**config.mk**
```make
export PLATFORM = sky130hd
export DESIGN_NAME = sprite_renderer_flat
export DESIGN_NICKNAME = d
export VERILOG_FILES = /design/src/rtl/sprite_renderer_pkg.sv /design/src/rtl/sprite_renderer_if.sv /design/src/rtl/sprite_renderer.sv /design/src/flat_wrapper.sv
export SDC_FILE = /design/constraint.sdc
export NUM_CORES = 1
export LEC_CHECK = 0
export CAP_MARGIN = 25
export CORE_ASPECT_RATIO = 1.1
export CORE_MARGIN = 5
export CORE_UTILIZATION = 40
export CTS_BUF_LIST = sky130_fd_sc_hd__clkbuf_2
export DETAILED_ROUTE_END_ITERATION = 7
export GPL_ROUTABILITY_DRIVEN = 0
export PLACE_DENSITY_LB_ADDON = 0.15
export RECOVER_POWER = 50
export SYNTH_ARGS = -nofsm -noshare
export SYNTH_HDL_FRONTEND = slang
export SYNTH_SLANG_ARGS = --single-unit
```
**constraint.sdc**
```tcl
create_clock -name clk25 -period 3.5 [get_ports clk25]
set_input_delay 0.7 -clock clk25 [delete_from_list [all_inputs] [get_ports clk25]]
set_output_delay 0.7 -clock clk25 [all_outputs]
set_load 0.1 [all_outputs]
```
**src/rtl/sprite_renderer_pkg.sv**
```systemverilog
`default_nettype none
// ============================================================================
//  Module      : sprite_renderer_pkg
//  Description : Video geometry and colour constants shared by the scan
//                generator, sprite movement logic and sprite renderer.
//  Revision    : 1.0  initial release
// ============================================================================
package sprite_renderer_pkg;

  localparam int          c_SCREEN_W   = 640;
  localparam int          c_SCREEN_H   = 480;
  localparam int          c_SPRITE_W   = 32;
  localparam int          c_SPRITE_H   = 32;
  localparam int          c_RGB_W      = 12;
  localparam logic [11:0] c_TRANSP_KEY = 12'hF0F;
  localparam int          c_COORD_W    = 10;

  typedef logic [c_RGB_W-1:0]   rgb_t;
  typedef logic [c_COORD_W-1:0] coord_t;

endpackage : sprite_renderer_pkg
`default_nettype wire

```
**src/rtl/sprite_renderer_if.sv**
```systemverilog
`default_nettype none
// ============================================================================
//  Module      : sprite_renderer_if
//  Description : Scan/position inputs, sprite ROM port and pixel outputs of
//                the sprite renderer. The master side is the scan/ROM/VGA
//                environment, the slave side is the renderer itself.
//  Revision    : 1.0  initial release
// ============================================================================
interface sprite_renderer_if #(
  parameter int ADDR_W = 10
);
  import sprite_renderer_pkg::*;

  logic              frame_start;
  coord_t            sprite_x;
  coord_t            sprite_y;
  coord_t            hcount;
  coord_t            vcount;
  logic              video_on;
  rgb_t              bg_rgb;
  logic [ADDR_W-1:0] rom_addr;
  rgb_t              rom_data;
  rgb_t              pixel_rgb;
  logic              pixel_on;
  logic              sprite_hit;

  modport master (
    output frame_start, sprite_x, sprite_y, hcount, vcount, video_on, bg_rgb,
    output rom_data,
    input  rom_addr, pixel_rgb, pixel_on, sprite_hit
  );

  modport slave (
    input  frame_start, sprite_x, sprite_y, hcount, vcount, video_on, bg_rgb,
    input  rom_data,
    output rom_addr, pixel_rgb, pixel_on, sprite_hit
  );

endinterface : sprite_renderer_if
`default_nettype wire

```
**src/rtl/sprite_renderer.sv**
```systemverilog
`default_nettype none
// ============================================================================
//  Module      : sprite_renderer
//  Description : Overlays a 32x32 RGB444 sprite on the background. Latches
//                the sprite position once per frame, generates the sprite
//                ROM address, and selects texel or background two cycles
//                later when the synchronous ROM data is available.
//  Revision    : 1.0  initial release
// ============================================================================
module sprite_renderer
  import sprite_renderer_pkg::*;
#(
  parameter int          SPRITE_W   = c_SPRITE_W,
  parameter int          SPRITE_H   = c_SPRITE_H,
  parameter int          SCREEN_W   = c_SCREEN_W,
  parameter int          SCREEN_H   = c_SCREEN_H,
  parameter logic [11:0] TRANSP_KEY = c_TRANSP_KEY,
  parameter int          ADDR_W     = 10
) (
  input  wire logic         clk25,
  input  wire logic         rst_n,
  sprite_renderer_if.slave  bus
);

  localparam int unsigned c_XW = $clog2(SPRITE_W);
  localparam int unsigned c_YW = $clog2(SPRITE_H);

  // Geometry must fit the 10-bit scan counters and the ROM address split.
  if (SPRITE_W != (1 << c_XW) || SPRITE_H != (1 << c_YW) ||
      (c_XW + c_YW) != ADDR_W || SCREEN_W > 1023 || SCREEN_H > 1023) begin : g_cfg_check
    $error("sprite_renderer: inconsistent geometry parameters");
  end

  coord_t            r_lat_x;
  coord_t            r_lat_y;
  logic [ADDR_W-1:0] r_rom_addr;
  logic              r_hit_d1, r_hit_d2;
  logic              r_vid_d1, r_vid_d2;
  rgb_t              r_bg_d1,  r_bg_d2;
  rgb_t              r_pixel_rgb;
  logic              r_pixel_on;
  logic              r_sprite_hit;

  logic [10:0]       w_x_end;
  logic [10:0]       w_y_end;
  logic              w_in_box;
  logic [c_XW-1:0]   w_off_x;
  logic [c_YW-1:0]   w_off_y;

  // Box edges are computed one bit wider so a sprite near 1023 cannot wrap
  // around and produce a false hit at the left/top of the screen.
  assign w_x_end  = {1'b0, r_lat_x} + 11'(SPRITE_W);
  assign w_y_end  = {1'b0, r_lat_y} + 11'(SPRITE_H);
  assign w_in_box = bus.video_on &&
                    (bus.hcount >= r_lat_x) && ({1'b0, bus.hcount} < w_x_end) &&
                    (bus.vcount >= r_lat_y) && ({1'b0, bus.vcount} < w_y_end);

  // Only the low bits of the offset matter; they are exact whenever in box.
  assign w_off_x = c_XW'(bus.hcount - r_lat_x);
  assign w_off_y = c_YW'(bus.vcount - r_lat_y);

  // Sprite position is taken only at frame start so moves never tear.
  always_ff @(posedge clk25 or negedge rst_n) begin
    if (!rst_n) begin
      r_lat_x <= '0;
      r_lat_y <= '0;
    end else if (bus.frame_start) begin
      r_lat_x <= bus.sprite_x;
      r_lat_y <= bus.sprite_y;
    end
  end

  // Row-major texel address; held outside the box to avoid needless toggling.
  always_ff @(posedge clk25 or negedge rst_n) begin
    if (!rst_n) begin
      r_rom_addr <= '0;
    end else if (w_in_box) begin
      r_rom_addr <= {w_off_y, w_off_x};
    end
  end

  // Two-stage delay of hit/video/background to meet the ROM read data.
  always_ff @(posedge clk25 or negedge rst_n) begin
    if (!rst_n) begin
      r_hit_d1 <= 1'b0;
      r_hit_d2 <= 1'b0;
      r_vid_d1 <= 1'b0;
      r_vid_d2 <= 1'b0;
      r_bg_d1  <= '0;
      r_bg_d2  <= '0;
    end else begin
      r_hit_d1 <= w_in_box;
      r_hit_d2 <= r_hit_d1;
      r_vid_d1 <= bus.video_on;
      r_vid_d2 <= r_vid_d1;
      r_bg_d1  <= bus.bg_rgb;
      r_bg_d2  <= r_bg_d1;
    end
  end

  // Final colour select: blanking, opaque sprite texel, or background.
  always_ff @(posedge clk25 or negedge rst_n) begin
    if (!rst_n) begin
      r_pixel_rgb  <= '0;
      r_sprite_hit <= 1'b0;
      r_pixel_on   <= 1'b0;
    end else begin
      r_pixel_on <= r_vid_d2;
      if (!r_vid_d2) begin
        r_pixel_rgb  <= '0;
        r_sprite_hit <= 1'b0;
      end else if (r_hit_d2 && (bus.rom_data != TRANSP_KEY)) begin
        r_pixel_rgb  <= bus.rom_data;
        r_sprite_hit <= 1'b1;
      end else begin
        r_pixel_rgb  <= r_bg_d2;
        r_sprite_hit <= 1'b0;
      end
    end
  end

  assign bus.rom_addr   = r_rom_addr;
  assign bus.pixel_rgb  = r_pixel_rgb;
  assign bus.pixel_on   = r_pixel_on;
  assign bus.sprite_hit = r_sprite_hit;

endmodule : sprite_renderer
`default_nettype wire

```
**src/flat_wrapper.sv**
```systemverilog
// flat-port wrapper written by rule: the top's interface ports become plain ports
module sprite_renderer_flat import sprite_renderer_pkg::*;
#(
  parameter int          SPRITE_W   = c_SPRITE_W,
  parameter int          SPRITE_H   = c_SPRITE_H,
  parameter int          SCREEN_W   = c_SCREEN_W,
  parameter int          SCREEN_H   = c_SCREEN_H,
  parameter logic [11:0] TRANSP_KEY = c_TRANSP_KEY,
  parameter int          ADDR_W     = 10
)
  (clk25, rst_n, bus_frame_start, bus_sprite_x, bus_sprite_y, bus_hcount, bus_vcount, bus_video_on, bus_bg_rgb, bus_rom_data, bus_rom_addr, bus_pixel_rgb, bus_pixel_on, bus_sprite_hit);
  sprite_renderer_if #(.ADDR_W(ADDR_W)) bus_i ();
  input  wire logic clk25;
  input  wire logic rst_n;
  input wire logic [$bits(bus_i.frame_start)-1:0] bus_frame_start;
  input wire logic [$bits(bus_i.sprite_x)-1:0] bus_sprite_x;
  input wire logic [$bits(bus_i.sprite_y)-1:0] bus_sprite_y;
  input wire logic [$bits(bus_i.hcount)-1:0] bus_hcount;
  input wire logic [$bits(bus_i.vcount)-1:0] bus_vcount;
  input wire logic [$bits(bus_i.video_on)-1:0] bus_video_on;
  input wire logic [$bits(bus_i.bg_rgb)-1:0] bus_bg_rgb;
  input wire logic [$bits(bus_i.rom_data)-1:0] bus_rom_data;
  output wire logic [$bits(bus_i.rom_addr)-1:0] bus_rom_addr;
  output wire logic [$bits(bus_i.pixel_rgb)-1:0] bus_pixel_rgb;
  output wire logic [$bits(bus_i.pixel_on)-1:0] bus_pixel_on;
  output wire logic [$bits(bus_i.sprite_hit)-1:0] bus_sprite_hit;
  assign bus_i.frame_start = bus_frame_start;
  assign bus_i.sprite_x = bus_sprite_x;
  assign bus_i.sprite_y = bus_sprite_y;
  assign bus_i.hcount = bus_hcount;
  assign bus_i.vcount = bus_vcount;
  assign bus_i.video_on = bus_video_on;
  assign bus_i.bg_rgb = bus_bg_rgb;
  assign bus_i.rom_data = bus_rom_data;
  assign bus_rom_addr = bus_i.rom_addr;
  assign bus_pixel_rgb = bus_i.pixel_rgb;
  assign bus_pixel_on = bus_i.pixel_on;
  assign bus_sprite_hit = bus_i.sprite_hit;
  sprite_renderer #(.SPRITE_W(SPRITE_W), .SPRITE_H(SPRITE_H), .SCREEN_W(SCREEN_W), .SCREEN_H(SCREEN_H), .TRANSP_KEY(TRANSP_KEY), .ADDR_W(ADDR_W)) u_core (.clk25(clk25), .rst_n(rst_n), .bus(bus_i));
endmodule
```
==> results.rst, run 1 <==
.. list-table::
   :header-rows: 1

   * - Metric
     - Value
   * - Run status
     - complete, but fails checks
   * - Violated checks
     - max-capacitance violations, max-slew violations
   * - Type of the tightest min-delay check
     - reg2reg
   * - Number of synthesized register bits
     - 72
   * - Max rail drop VDD
     - 0.514 mV
   * - Largest net degree at the start of global routing
     - 73
   * - Portion of the post-synthesis area used by sequential elements
     - 52.8%
   * - Total overflow reported by the global router
     - 0
   * - Leading cell types in the layout, fill and taps excluded
     - sky130_fd_sc_hd__clkdlybuf4s50_1 (77), sky130_fd_sc_hd__dfrtp_1 (72), sky130_fd_sc_hd__ha_1 (32)
   * - Worst path arrival time
     - 2.05 ns
   * - TritonCTS Buffers
     - 9
   * - Area growth from synthesis to final layout
     - 34.3%
   * - Pwr dens
     - 568 nW/um^2
   * - Data required time at the worst endpoint
     - 2.80 ns
   * - Net Count, Synth
     - 400
   * - Final cell count without fillers
     - 512
   * - CP Buf/Inv Count
     - 1
   * - Fraction of final layout cells sized beyond drive strength 1
     - 8.48%
   * - Diodes inserted
     - 0
   * - All-layer global routing usage
     - 13.8%
   * - Core Box Area
     - 8360 um^2
   * - Leading register cell type out of synthesis
     - sky130_fd_sc_hd__dfrtp_1
   * - Slowest CP cell
     - sky130_fd_sc_hd__clkdlybuf4s50_1
   * - Final cycle utilization of the critical path
     - 78.4%
   * - Total instance count after detailed placement
     - 496
   * - Detailed router's first-iteration violation count
     - 69
   * - Share of synthesized registers carrying an async set or reset
     - 100%
   * - Cell area after synthesis
     - 3410 um^2
   * - Synthesized instance count
     - 298
   * - Crit Path Max Fanout
     - 2
   * - Dpl cell area
     - 4450 um^2
   * - Total iterations of the first detailed-routing run
     - 4
   * - Hold buffer count at cts
     - 0
   * - Utilization after layout
     - 54.8%
   * - Total Routed Length
     - 7100 um
   * - Count of endpoints failing hold in the final timing report
     - 0
   * - Min Clock Period, post-route
     - 2.75 ns
   * - Count of cell types in the netlist
     - 39
   * - Horizontal die dimension
     - 98.1 um
   * - Area share of the largest cell type after synthesis
     - 52.8%
   * - Max-slew headroom at the worst pin
     - -16.6%
   * - Mean routed wirelength per cell
     - 13.9 um
   * - Deepest level of the CTS H-tree
     - 3
   * - Achievable clock frequency
     - 364 MHz
   * - Number of global-route vias before repair
     - 2507
   * - Launching element type of the critical path
     - flop
   * - DRC violation count after routing
     - 0
   * - Die footprint
     - 10500 um^2
   * - Cell leakage power
     - 2.22 nW
   * - Clock insertion delay at the later pin of the skew report
     - 0.49 ns
   * - TritonCTS clock tree
     - done
   * - Mean Syn Cell Area
     - 11.4 um^2
   * - Total negative setup slack
     - 0 ns
   * - Port Buffer Count
     - 91
   * - Post-CTS Setup Repair Bufs
     - 0
   * - Cell breakdown of the critical path
     - clkdlybuf4s50_1
   * - Top post-synthesis cells by area
     - sky130_fd_sc_hd__dfrtp_1 (53%), sky130_fd_sc_hd__ha_1 (12%), sky130_fd_sc_hd__mux2i_1 (3.5%)
   * - Number of enable-type register cells in the synthesized netlist
     - 0
   * - Most common cell after layout, fill and taps aside
     - sky130_fd_sc_hd__clkdlybuf4s50_1
   * - TritonCTS Sinks
     - 72
   * - Critical path's largest stage delay
     - 1.15 ns
   * - Post-CTS sizing
     - 0
   * - Nets
     - 498
   * - Critical path's top delay family
     - buffers and inverters
   * - Post-detailed-placement half-perimeter wirelength
     - 5410 um
   * - Final Cell Area
     - 4580 um^2
   * - Worst Setup Path Type
     - reg2out
   * - Cell taking the most area after synthesis
     - sky130_fd_sc_hd__dfrtp_1
   * - # rows
     - 35
   * - Clock-pin slew of the registers on the worst-case setup and hold paths
     - 0.20 ns
   * - Global-route wire length before repair
     - 11500 um
   * - Initial antenna violation count
     - 0
   * - Total vias in the final route
     - 2433
   * - Number of pins exceeding their max-slew limit in the final report
     - 73
   * - Chip Height
     - 107 um
   * - Clock tree skew after final layout
     - 0.0229 ns
   * - RSZ-0062 raised after global routing
     - no
   * - Number of top-level pins
     - 92
   * - Initial core utilization
     - 40.8%
   * - Antenna-violating nets left
     - 0
   * - Yosys warnings
     - 0
   * - Buffers from clock root to sink, at most
     - 2
   * - Max cap viols
     - 1
   * - Root buffer cell
     - sky130_fd_sc_hd__clkbuf_2
   * - Nature of the critical path endpoint
     - output port
   * - Final setup fails
     - 0
   * - Measured slew at the worst slew-check pin
     - 1.75 ns
   * - Via density per instance
     - 4.75
-- power breakdown --
group	internal, mW	switching, mW	leakage, nW
logic	0.344	0.725	1.27
registers	0.936	0.0620	0.871
clock network	0.243	0.292	0.0821
total	1.52	1.08	2.22
-- flip-flops by register name, indices dropped and copies added, names as in the netlist, 10 cells and up --
name / cells
u_core.r_lat_y: 10
u_core.r_bg_d1: 12
u_core.r_bg_d2: 12
u_core.bus.rom_addr: 10
u_core.r_lat_x: 10
u_core.bus.pixel_rgb: 12
-- metal layers --
metal	vias to the layer above	global-route usage, %	routed length (um)
met5	-	0	0
met4	0	5.14	102
met3	11	3.77	428
met2	73	24.2	3620
met1	1133	16.2	2950
li1	1216	-	-
-- cells in the mapped netlist (2+ instances only) --
cell / instances
sky130_fd_sc_hd__nand4b_1: 3
sky130_fd_sc_hd__nand4_1: 4
sky130_fd_sc_hd__fa_1: 2
sky130_fd_sc_hd__mux2i_1: 12
sky130_fd_sc_hd__o21ai_0: 23
sky130_fd_sc_hd__mux2_2: 3
sky130_fd_sc_hd__dfrtp_1: 72
sky130_fd_sc_hd__nor2_1: 14
sky130_fd_sc_hd__inv_1: 31
sky130_fd_sc_hd__nand2_1: 28
sky130_fd_sc_hd__mux2_4: 6
sky130_fd_sc_hd__nand3_1: 7
sky130_fd_sc_hd__nor2b_1: 2
sky130_fd_sc_hd__and3_1: 2
sky130_fd_sc_hd__ha_1: 32
sky130_fd_sc_hd__a22oi_1: 2
sky130_fd_sc_hd__xnor2_1: 8
sky130_fd_sc_hd__clkbuf_1: 5
sky130_fd_sc_hd__a21oi_2: 2
sky130_fd_sc_hd__a21oi_1: 14
sky130_fd_sc_hd__a21o_1: 6
sky130_fd_sc_hd__xor2_1: 3
-- cells by family (layout without fill, tap and decap cells) --
| logic type | count (synthesis) | count (layout) | share of synthesized area [%] |
|---|---|---|---|
| buffers and inverters | 38 | 141 | 4.44 |
| AOI/OAI and AO/OA | 55 | 55 | 10.3 |
| muxes | 21 | 21 | 7.15 |
| adders and majority gates | 34 | 34 | 12.9 |
| DFF | 72 | 72 | 52.8 |
| and+or+nand+nor | 67 | 67 | 9.57 |
| xor gates and xnor gates | 11 | 11 | 2.82 |
-- path summary, 6_finish.rpt --
check	cells after the start	slack, ns	start	end
setup / recovery	1	0.75	u_core.bus.rom_addr[9]	bus_rom_addr[9]
hold / removal	0	0.37	u_core.r_bg_d1[8]	u_core.r_bg_d2[8]
hold reg to reg	0	0.37	u_core.r_bg_d1[8]	u_core.r_bg_d2[8]
setup reg to reg	9	0.92	u_core.r_lat_x[5]	u_core.bus.rom_addr[9]
max in group asynchronous	1	1.83	rst_n	u_core.r_bg_d2[4]
min in group asynchronous	1	0.65	rst_n	u_core.r_bg_d1[10]
-- through the flow --
step	setup WS, ns	total power, mW	hold slack [ns]
6_report	0.755	2.60	0.373
5_1_grt	0.658	2.73	0.373
4_1_cts	0.714	2.64	0.308
3_5_place_dp	0.238	2.09	0.335
3_3_place_gp	0.310	2.08	0.332
2_1_floorplan	0.895	1.78	0.331
-- area by class of cell --
type,instances,area [um^2]
inverters,31,116
well taps,111,139
repair buffers,94,928
fillers,750,3780
clock buffers,11,55.1
multi-input cells,188,1460
flip-flops and latches,72,1800
clock inverters,5,81.3
Note: power is estimated with default switching activity, not from simulation.
==> run 2: changes to the inputs <==
clock period = 2.4 ns   (was 3.5 ns; I/O delays follow)
==> run 2 against run 1 <==
  * The run ends with negative setup slack left
  * Worst hold slack worse by 0.0027 ns
  * Clock skew up 0.0094 ns
  * Final area rose by 8.3%
  * Via count is 6.9% higher
  * Sequential cell count stayed put
  * Utilization grew 4.5 points
  * Sequential power up 45%
  * Worst setup slack worse by 0.80 ns
  * First-iteration DRC count decreased by 36%
  * Clock-buffer cell count is 1 lower
  * Global-route usage increased by 0.97 points
==> results.rst, run 2 (synthesis gave the netlist of run 1 again) <==
.. list-table::
   :header-rows: 1

   * - Metric
     - Value
   * - Max cap viols
     - 0 (was 1)
   * - Number of pins exceeding their max-slew limit in the final report
     - 0 (was 73)
   * - Achievable clock frequency
     - 408 MHz
   * - WHS Path Cells
     - 0 (unchanged)
   * - Port Buffer Count
     - 91 (unchanged)
   * - Clock insertion delay at the later pin of the skew report
     - 0.49 ns (about the same)
   * - Most common cell after layout, fill and taps aside
     - sky130_fd_sc_hd__dfrtp_1 (was sky130_fd_sc_hd__clkdlybuf4s50_1)
   * - Min Clock Period, post-route
     - 2.45 ns
   * - Cell depth of the worst flop-to-flop path
     - 10 (was 9)
   * - Measured slew at the worst slew-check pin
     - 0.871 ns (was 1.75 ns)
   * - Leading cell types in the layout, fill and taps excluded
     - sky130_fd_sc_hd__dfrtp_1 (72), sky130_fd_sc_hd__buf_4 (55), sky130_fd_sc_hd__clkdlybuf4s50_1 (52) (was sky130_fd_sc_hd__clkdlybuf4s50_1 (77), sky130_fd_sc_hd__dfrtp_1 (72), sky130_fd_sc_hd__ha_1 (32))
   * - Pwr dens
     - 808 nW/um^2 (was 568 nW/um^2)
   * - Crit Path Max Fanout
     - 5 (was 2)
   * - Cell breakdown of the critical path
     - ha_2 > inv_2 > ha_4 > nand4b_1 > a21oi_2 > a2111oi_4 > o211a_1 > nand4_4 > buf_12 > mux2_4 (was clkdlybuf4s50_1)
   * - Final setup fails
     - 7 (was 0)
   * - TritonCTS Buffers
     - 9 (unchanged)
   * - DRC violation count after routing
     - 0 (unchanged)
   * - Cell leakage power
     - 2.47 nW (was 2.22 nW)
   * - Pint
     - 2.38 mW (was 1.52 mW)
   * - Fraction of final layout cells sized beyond drive strength 1
     - 24.9% (was 8.48%)
   * - Count of endpoints failing hold in the final timing report
     - 0 (unchanged)
   * - Worst r2r src
     - u_core.r_lat_x[6] (was u_core.r_lat_x[5])
   * - Via density per instance
     - 4.75 (about the same)
   * - Total Routed Length
     - 7510 um (was 7100 um)
   * - Total overflow reported by the global router
     - 0 (unchanged)
   * - Largest net degree at the start of global routing
     - 39 (was 73)
   * - Max rail drop VDD
     - 0.556 mV (was 0.514 mV)
   * - Worst Setup Path Type
     - reg2reg (was reg2out)
   * - Total negative setup slack
     - -0.264 ns (was 0 ns)
   * - Chip Height
     - 107 um (unchanged)
   * - Deepest level of the CTS H-tree
     - 3 (unchanged)
   * - Violated checks
     - negative setup slack (was max-capacitance violations, max-slew violations)
   * - Portion of total power attributed to the clock network
     - 22.5% (was 20.5%)
   * - Total iterations of the first detailed-routing run
     - 4 (unchanged)
   * - Die footprint
     - 10500 um^2 (unchanged)
   * - Max-slew headroom at the worst pin
     - 42.0% (was -16.6%)
   * - Nets
     - 534 (was 498)
   * - Clock-pin slew of the registers on the worst-case setup and hold paths
     - 0.21 ns (was 0.20 ns)
   * - Mean routed wirelength per cell
     - 13.7 um (was 13.9 um)
   * - Launching element type of the critical path
     - flop (unchanged)
   * - Worst path arrival time
     - 2.83 ns (was 2.05 ns)
   * - Area growth from synthesis to final layout
     - 45.4% (was 34.3%)
   * - Number of global-route vias before repair
     - 2788 (was 2507)
   * - Diodes inserted
     - 0 (unchanged)
   * - Initial antenna violation count
     - 0 (unchanged)
   * - Net switching fraction of the power
     - 40.5% (was 41.5%)
   * - All-layer global routing usage
     - 14.8% (was 13.8%)
   * - Final cycle utilization of the critical path
     - 102%
   * - Clock tree skew after final layout
     - 0.0323 ns (was 0.0229 ns)
   * - Data required time at the worst endpoint
     - 2.78 ns (was 2.80 ns)
   * - Combinational power share
     - 41.3% (was 41.1%)
   * - Critical path's largest stage delay
     - 0.44 ns (was 1.15 ns)
   * - Number of top-level pins
     - 92 (unchanged)
   * - Core Box Area
     - 8360 um^2 (unchanged)
   * - Post-detailed-placement half-perimeter wirelength
     - 5700 um (was 5410 um)
   * - Buffers from clock root to sink, at most
     - 2 (unchanged)
   * - Initial core utilization
     - 40.8% (unchanged)
   * - Total vias in the final route
     - 2601 (was 2433)
   * - TritonCTS clock tree
     - done (unchanged)
   * - Worst hold slack after final layout
     - 0.370 ns (was 0.373 ns)
   * - Run status
     - complete, but fails checks (unchanged)
   * - Hold path startpoint
     - u_core.r_bg_d1[5] (was u_core.r_bg_d1[8])
   * - Slowest CP cell
     - sky130_fd_sc_hd__dfrtp_1 (was sky130_fd_sc_hd__clkdlybuf4s50_1)
   * - Sequential share of power
     - 36.2% (was 38.4%)
   * - Switching power
     - 1.63 mW (was 1.08 mW)
   * - Nature of the critical path endpoint
     - flop (was output port)
   * - Horizontal die dimension
     - 98.1 um (unchanged)
   * - RSZ-0062 raised after global routing
     - yes (was no)
   * - Antenna-violating nets left
     - 0 (unchanged)
   * - Global-route wire length before repair
     - 12400 um (was 11500 um)
   * - Root buffer cell
     - sky130_fd_sc_hd__clkbuf_2 (unchanged)
   * - Utilization after layout
     - 59.3% (was 54.8%)
   * - # rows
     - 35 (unchanged)
   * - Critical path startpoint
     - u_core.r_lat_x[6] (was u_core.bus.rom_addr[9])
   * - Setup slack of the critical path after layout
     - -0.0490 ns (was 0.755 ns)
   * - TritonCTS Sinks
     - 72 (unchanged)
   * - Type of the tightest min-delay check
     - reg2reg (unchanged)
   * - Detailed router's first-iteration violation count
     - 44 (was 69)
## run 2: cell count changes in the layout (fill, tap and decap cells not counted), moves of 3 or more
cell and delta:
sky130_fd_sc_hd__clkdlybuf4s50_1 -25, sky130_fd_sc_hd__buf_6 +4, sky130_fd_sc_hd__ha_1 -5, sky130_fd_sc_hd__ha_2 +3, sky130_fd_sc_hd__buf_4 +52
## run 2: cell type report
class	instances	area, um^2
fill	703	3400
sequential	72	1800
multi-input combinational	188	1560
timing repair buffer	130	1180
tap	111	139
inverter	31	116
clock inverter	6	115
clock buffer	10	50.0
## run 2: worst paths after layout
path,to,slack [ns]
setup reg to reg,u_core.bus.rom_addr[8],-0.05
min in group asynchronous,u_core.r_bg_d2[8],0.59
max in group asynchronous,u_core.r_lat_y[3],0.65
hold reg to reg,u_core.r_bg_d2[5],0.37
hold / removal,u_core.r_bg_d2[5],0.37
setup / recovery,u_core.bus.rom_addr[8],-0.05
## run 2: repair_timing
| item | in CTS | in global routing |
|---|---|---|
| setup buffers | 4 | 2 |
| endpoints found under the hold margin | 36 | 0 |
| pin swaps | 1 | 2 |
| hold buffers | 1 | 0 |
| gates cloned | 1 | 0 |
| gates resized for setup | 15 | 9 |
| endpoints found under the setup margin | 9 | 10 |
## run 2: power by group through the flow
stage	Combinational, mW	Clock (mW)	Sequential [mW]
after floorplan	0.410	0	2.19
after global placement	1.60	0	1.48
after detailed placement	1.62	0	1.47
after CTS	1.66	0.936	1.45
after global routing	1.76	0.971	1.48
final	1.66	0.902	1.45
## run 2: critical path: cells and delay by family (launching register included)
| family | cells | cell delay [ns] |
|---|---|---|
| flip-flops | 1 | 0.44 |
| adder cells (fa/ha/maj) | 2 | 0.54 |
| AO/OA/AOI/OAI | 3 | 0.61 |
| multiplexers | 1 | 0.28 |
| AND/OR/NAND/NOR | 2 | 0.25 |
| buffers and inverters | 2 | 0.22 |
## run 2: routing by layer
metal,routed length [um],GRT usage (%),up-vias
met5,0,0,-
met4,157,6.23,0
met3,410,3.84,16
met2,3920,26.9,73
met1,3030,16.3,1226
li1,-,-,1286
## run 2: metrics by stage
step | power, mW | area (um^2) | cells | worst slack, ns
finish | 4.01 | 4960 | 548 | -0.0490
global route | 4.21 | 4960 | 548 | -0.150
CTS | 4.05 | 4920 | 546 | -0.0547
detailed placement | 3.09 | 4630 | 525 | -0.584
global placement | 3.08 | 4630 | 525 | -0.556
floorplan | 2.59 | 3410 | 298 | 0.0153
